## config.mk

```make
export PLATFORM = sky130hd
export DESIGN_NAME = pulse_event_pacer
export DESIGN_NICKNAME = d
export VERILOG_FILES = /design/src/rtl/pulse_event_pacer_pkg.sv /design/src/rtl/pulse_event_pacer_sat_updown_counter.sv /design/src/rtl/pulse_event_pacer.sv
export SDC_FILE = /design/constraint.sdc
export NUM_CORES = 1
export LEC_CHECK = 0
export CAP_MARGIN = 15
export CORE_ASPECT_RATIO = 1.5
export CORE_MARGIN = 3
export CORE_UTILIZATION = 54
export CTS_CLUSTER_DIAMETER = 60
export DETAILED_ROUTE_END_ITERATION = 6
export GPL_TIMING_DRIVEN = 0
export PLACE_DENSITY_LB_ADDON = 0.2
export SETUP_SLACK_MARGIN = 0.2
export SLEW_MARGIN = 20
export SYNTH_ARGS = -nofsm -noshare
export SYNTH_HDL_FRONTEND = slang
export SYNTH_HIERARCHICAL = 1
export SYNTH_SLANG_ARGS = --single-unit
export TNS_END_PERCENT = 50
```

## constraint.sdc

```tcl
create_clock -name i_clk -period 3.1 [get_ports i_clk]
set_input_delay 0.465 -clock i_clk [delete_from_list [all_inputs] [get_ports i_clk]]
set_output_delay 0.465 -clock i_clk [all_outputs]
set_load 0.02 [all_outputs]
```

## src/rtl/pulse_event_pacer_pkg.sv

```systemverilog
// -----------------------------------------------------------------------------
// pulse_event_pacer_pkg
// Shared definitions for the pulse event pacer:
//   - state_t : pacer FSM encoding (IDLE waits for work, HOLD enforces spacing)
//   - clog2_f : ceiling log2, used to size the gap timer from GAP_CYCLES
// -----------------------------------------------------------------------------
package pulse_event_pacer_pkg;

   typedef enum logic {
      ST_IDLE = 1'b0,
      ST_HOLD = 1'b1
   } state_t;

   // Number of bits needed to hold values 0 .. value-1 (returns 0 for value<=1).
   function automatic int clog2_f(input int value);
      int result;
      result = 0;
      for (int i = 0; i < 32; i++) begin
         if ((1 << i) < value) begin
            result = i + 1;
         end
      end
      return result;
   endfunction

endpackage

```

## src/rtl/pulse_event_pacer_sat_updown_counter.sv

```systemverilog
// -----------------------------------------------------------------------------
// sat_updown_counter
// Saturating up/down counter holding the number of queued events.
//
// Ports:
//   i_clk      : clock
//   i_rst_n    : synchronous active-low reset, clears the count
//   i_inc      : add one event
//   i_dec      : remove one event (ignored when the count is already zero)
//   i_clr      : synchronous clear; wins over i_inc and i_dec
//   o_count    : current count, registered
//   o_sat_drop : combinational flag, an increment is being dropped this cycle
//                because the count is at its maximum and nothing is leaving
// -----------------------------------------------------------------------------
module sat_updown_counter #(
   parameter int WIDTH = 4
) (
   input  logic             i_clk,
   input  logic             i_rst_n,
   input  logic             i_inc,
   input  logic             i_dec,
   input  logic             i_clr,
   output logic [WIDTH-1:0] o_count,
   output logic             o_sat_drop
);

   localparam logic [WIDTH-1:0] CNT_MAX = '1;

   logic [WIDTH-1:0] r_count;
   logic             w_full;
   logic             w_empty;

   assign w_full  = (r_count == CNT_MAX);
   assign w_empty = (r_count == '0);

   // Simultaneous inc and dec cancel, so a full counter accepts a new event
   // on the same edge one leaves.
   assign o_sat_drop = i_inc && !i_dec && !i_clr && w_full;

   always_ff @(posedge i_clk) begin
      if (!i_rst_n) begin
         r_count <= '0;
      end else if (i_clr) begin
         r_count <= '0;
      end else if (i_inc && !i_dec) begin
         if (!w_full) begin
            r_count <= r_count + 1'b1;
         end
      end else if (i_dec && !i_inc) begin
         if (!w_empty) begin
            r_count <= r_count - 1'b1;
         end
      end
   end

   assign o_count = r_count;

endmodule

```

## src/rtl/pulse_event_pacer.sv

```systemverilog
// -----------------------------------------------------------------------------
// pulse_event_pacer
// Source-domain front end for a pulse handshake synchronizer. Incoming event
// pulses are queued as a pending count and re-issued as single-cycle strobes
// spaced at least GAP_CYCLES apart, so no strobe lands inside the
// synchronizer's req/ack round trip.
//
// Ports:
//   i_clk      : source-domain clock
//   i_rst_n    : synchronous active-low reset
//   i_pulse    : event strobe, one event per high cycle
//   i_clr      : synchronous clear of pending count and overflow flag
//   o_pulse    : paced single-cycle strobe, registered
//   o_pending  : events queued but not yet emitted
//   o_empty    : o_pending == 0
//   o_busy     : spacing timer running (FSM in HOLD)
//   o_overflow : sticky, an event was dropped at saturation
// -----------------------------------------------------------------------------
module pulse_event_pacer
   import pulse_event_pacer_pkg::*;
#(
   parameter int CNT_WIDTH  = 4,
   parameter int GAP_CYCLES = 8
) (
   input  logic                 i_clk,
   input  logic                 i_rst_n,
   input  logic                 i_pulse,
   input  logic                 i_clr,
   output logic                 o_pulse,
   output logic [CNT_WIDTH-1:0] o_pending,
   output logic                 o_empty,
   output logic                 o_busy,
   output logic                 o_overflow
);

   localparam int TMR_W_RAW = clog2_f(GAP_CYCLES);
   localparam int TMR_W     = (TMR_W_RAW < 1) ? 1 : TMR_W_RAW;
   localparam logic [TMR_W-1:0] TMR_RELOAD = TMR_W'(GAP_CYCLES - 1);

   generate
      if (GAP_CYCLES < 2) begin : g_bad_gap
         $error("pulse_event_pacer: GAP_CYCLES must be >= 2");
      end
      if (CNT_WIDTH < 1) begin : g_bad_width
         $error("pulse_event_pacer: CNT_WIDTH must be >= 1");
      end
   endgenerate

   state_t               r_state;
   logic [TMR_W-1:0]     r_timer;
   logic                 r_pulse;
   logic                 r_overflow;
   logic [CNT_WIDTH-1:0] w_pending;
   logic                 w_sat_drop;
   logic                 w_has_work;
   logic                 w_emit;

   // A clear on the same edge suppresses emission: the queue it would drain
   // from is being discarded.
   assign w_has_work = (w_pending != '0) && !i_clr;

   // IDLE emits as soon as work exists; HOLD only once the gap has expired.
   assign w_emit = w_has_work && ((r_state == ST_IDLE) || (r_timer == '0));

   sat_updown_counter #(
      .WIDTH (CNT_WIDTH)
   ) u_pending (
      .i_clk      (i_clk),
      .i_rst_n    (i_rst_n),
      .i_inc      (i_pulse),
      .i_dec      (w_emit),
      .i_clr      (i_clr),
      .o_count    (w_pending),
      .o_sat_drop (w_sat_drop)
   );

   // Pacing FSM and gap timer. The timer is reloaded with GAP_CYCLES-1 on each
   // emission and reaches zero exactly GAP_CYCLES-1 edges later, so the next
   // emission edge is GAP_CYCLES after the previous one. i_clr never touches
   // the state or timer, so an in-flight spacing window always completes.
   always_ff @(posedge i_clk) begin
      if (!i_rst_n) begin
         r_state <= ST_IDLE;
         r_timer <= '0;
         r_pulse <= 1'b0;
      end else begin
         r_pulse <= w_emit;
         case (r_state)
            ST_IDLE: begin
               if (w_emit) begin
                  r_timer <= TMR_RELOAD;
                  r_state <= ST_HOLD;
               end
            end
            ST_HOLD: begin
               if (r_timer != '0) begin
                  r_timer <= r_timer - 1'b1;
               end else if (w_emit) begin
                  r_timer <= TMR_RELOAD;
               end else begin
                  r_state <= ST_IDLE;
               end
            end
            default: begin
               r_state <= ST_IDLE;
               r_timer <= '0;
            end
         endcase
      end
   end

   always_ff @(posedge i_clk) begin
      if (!i_rst_n) begin
         r_overflow <= 1'b0;
      end else if (i_clr) begin
         r_overflow <= 1'b0;
      end else if (w_sat_drop) begin
         r_overflow <= 1'b1;
      end
   end

   assign o_pulse    = r_pulse;
   assign o_pending  = w_pending;
   assign o_empty    = (w_pending == '0);
   assign o_busy     = (r_state == ST_HOLD);
   assign o_overflow = r_overflow;

endmodule
```

==> flow_summary_export.csv <==
group,metric,value,unit
detailed_routing,wl,6124,um
synth,synth_cell_type_count,55,
sta,final.setup_skew,0.006055,ns
floorplan,fp.dieW,59.37,um
sta,layout_setup_ws,0.3597,ns
floorplan,rows,28,
detailed_routing,drt_iter0_drc,161,
sta,slew_violations,0,
detailed_routing,antenna_left,0,
detailed_routing,drc,0,
place,io_buffers,11,
sta,period_needed,2.740,ns
sta,finalHoldViolCount,0,
clock_network,cts_max_path_buffers,2,
detailed_routing,drt_pass1_iterations,5,
synth,synth_seq_cells,39,
sta,max_slew.worst_pin.slew,0.7661,ns
hold_path,hold_path_class,"reg -> reg",
setup_path,reg2reg_slack,0.36,ns
grt,grt_pass1_vias,2309,
power_and_ir_drop,p_per_area,1198,nW/um^2
synth,netlist_instances,283,
clock_network,path_clk_slew,0.08,ns
synth,synth_area,2307,sq um
synth,synth_edf_count,0,
clock_network,hold_buffers,0,
floorplan,start_util,57.27,%
setup_path,cp.arrival,2.94,ns
detailed_routing,vias,2392,
floorplan,die_height,86.06,um
place,finalWeightedCongestion,0.8826,
synth,yosysWarningCount,6,
run,drv_cap,0,
sta,fmax,0.3649,GHz
grt,grt_antenna_before_repair,0,
power_and_ir_drop,p_leak,1.031,nW
power_and_ir_drop,peakVddDrop,0.8720,mV
synth,async_reset_ff_share,0,%
floorplan,die_area,5109,sq um
setup_path,startpoint_type,"register",
grt,groute.usage.overall,25.83,%
layout,n_antenna_cell,0,
setup_path,worstPathMaxFanout,5,
synth,yosysTopAreaCellShare,33.84,%
sta,rsz0062_at_grt,"false",
floorplan,core,4029,sq um
setup_path,endpoint_kind,"register",
synth,synthFlopType,"dfxtp_1",
power_and_ir_drop,finalPower,3.327,mW
synth,syn_area_per_cell,8.153,sq um
grt,grt_pass1_wl,10350,um
sta,post-route-period-util,88.40,%
grt,grt_max_degree,14,
synth,ys_seq_area_share,33.84,%
place,hpwl,4239,um
layout,area_delta_synth_final,20.39,%
sta,tns,0,ns
hold_path,hold_depth,2,
layout,final_nets,318,
clock_network,cts_tree,"built",
grt,overflow,0,
clock_network,cts_sinks,39,
floorplan,io_pins,12,
sta,setup_viol,0,
status,status,"finished clean",
layout,drive_above_1_share,15.86,%
synth,synth_area_leaders,"dfxtp_1, a21oi_1, or4_1",
clock_network,htreeDepth,2,
sta,holdWs,0.4848,ns
clock_network,clock_latency,0.30,ns
setup_path,reg2regPathDepth,14,
setup_path,critPathKind,"reg -> reg",
synth,yosys.area.top_type,"dfxtp_1",
synth,syn_nets,293,
clock_network,cts_root_buffer,"clkbuf_8",
clock_network,numCtsBuffers,5,
detailed_routing,wl_per_cell,17.30,um
place,pre_cts_ws,-0.4788,ns
detailed_routing,via_per_inst,6.757,
setup_path,critical_path_required,3.30,ns
layout,fill_cells,340,
sta,slew_headroom,48.62,%
cell usage in the layout, fill, tap and decap left out, types with 3 or more instances in the layout:
master	count
nand4_1	3
and3_1	3
a31oi_1	6
nand3_1	8
buf_4	6
o21ai_0	9
inv_1	8
o41ai_1	5
nand2b_1	6
nor3_1	14
a21oi_1	21
nor2_1	18
nor4_4	3
nand2_1	19
a311oi_1	3
o211ai_1	3
a211oi_1	3
clkbuf_8	5
dfxtp_1	37
or3_1	14
or4_1	11
nor4_2	3
o31ai_1	11
clkdlybuf4s50_1	11
nor4_1	6
ha_1	4
clkbuf_1	9
worst paths after layout:
| kind | startpoint | end |
|---|---|---|
| max | r_timer[1] | u_pending/o_count[3] |
| min | r_timer[31] | r_timer[31] |
| max reg2reg | r_timer[1] | u_pending/o_count[3] |
| min reg2reg | r_timer[31] | r_timer[31] |
cell usage after synthesis, types with 5 or more instances:
library cell / n
dfxtp_1: 39
a21oi_1: 22
nand2_1: 19
nor2_1: 19
nor3_1: 16
or3_1: 14
or4_1: 13
inv_1: 11
o31ai_1: 11
clkbuf_1: 9
nand3_1: 9
nor4_1: 9
o21ai_0: 9
a31oi_1: 6
ha_1: 6
nand2b_1: 6
o41ai_1: 5
worst max-delay path: stages (launching register included):
cell	delay [ns]
dfxtp_2	0.35
inv_1	0.08
ha_1	0.17
nor4b_4	0.21
and4_1	0.28
nand3_2	0.12
a21boi_4	0.21
inv_2	0.07
ha_4	0.18
inv_4	0.07
ha_4	0.21
nor4bb_4	0.15
a21oi_2	0.13
a41oi_1	0.13
a311oi_1	0.27
sequential cells by signal (all words and copies together) (netlist names):
name / count
r_timer: 32
u_pending/o_count: 4
o_busy: 1
o_overflow: 1
o_pulse: 1
where the power goes:
| group | leakage [nW] | total (mW) | internal [mW] | switching (mW) |
|---|---|---|---|---|
| Clock | 0.0402 | 0.346 | 0.156 | 0.189 |
| Sequential | 0.316 | 0.672 | 0.572 | 0.0993 |
| Combinational | 0.675 | 2.31 | 0.785 | 1.52 |
| Total | 1.03 | 3.33 | 1.51 | 1.81 |
repair_timing:
action	CTS	global route
resized for setup	17	11
pin swaps	4	4
endpoints found under the setup margin	4	1
setup buffers	2	5
through the flow:
stage / instances / utilization [%] / area (sq um)
finish: 354 / 68.94 / 2778
global placement: 339 / 61.77 / 2489
floorplan: 283 / - / 2322
global route: 354 / 68.94 / 2778
detailed placement: 339 / 61.77 / 2489
CTS: 349 / 66.40 / 2675
cells by family after synthesis:
| logic type | synth area share [%] |
|---|---|
| multiplexers | 0.4339 |
| XOR/XNOR | 0.7594 |
| AO/OA/AOI/OAI | 24.30 |
| adder cells (fa/ha/maj) | 3.254 |
| AND/OR/NAND/NOR | 33.46 |
| flip-flops | 33.84 |
| buffers and inverters | 3.958 |
layout make-up:
cell class              instances  area (sq um)  share of cell area [%]
plain buffers                  11         50.05                   1.802
clock buffers                   5         68.82                   2.477
clock inverters                 3         20.02                  0.7207
inverters                      11         43.79                   1.577
multi-input cells             222          1580                   56.89
flip-flops and latches         39         783.3                   28.20
well taps                      45         56.30                   2.027
repair buffers                 18         175.2                   6.306
metal layers:
layer  wire (um)  vias to the layer above  part of all wire, %  global-route usage (%)
met1        2468                     1118                   40                   27.76
met4         223                        0                  3.6                   13.20
met2        3106                       92                   51                   45.47
li1            -                     1157                    -                       -
met3         326                       25                  5.3                   5.723
met5           0                        -                    0                       0
Note: power is estimated with default switching activity, not from simulation.
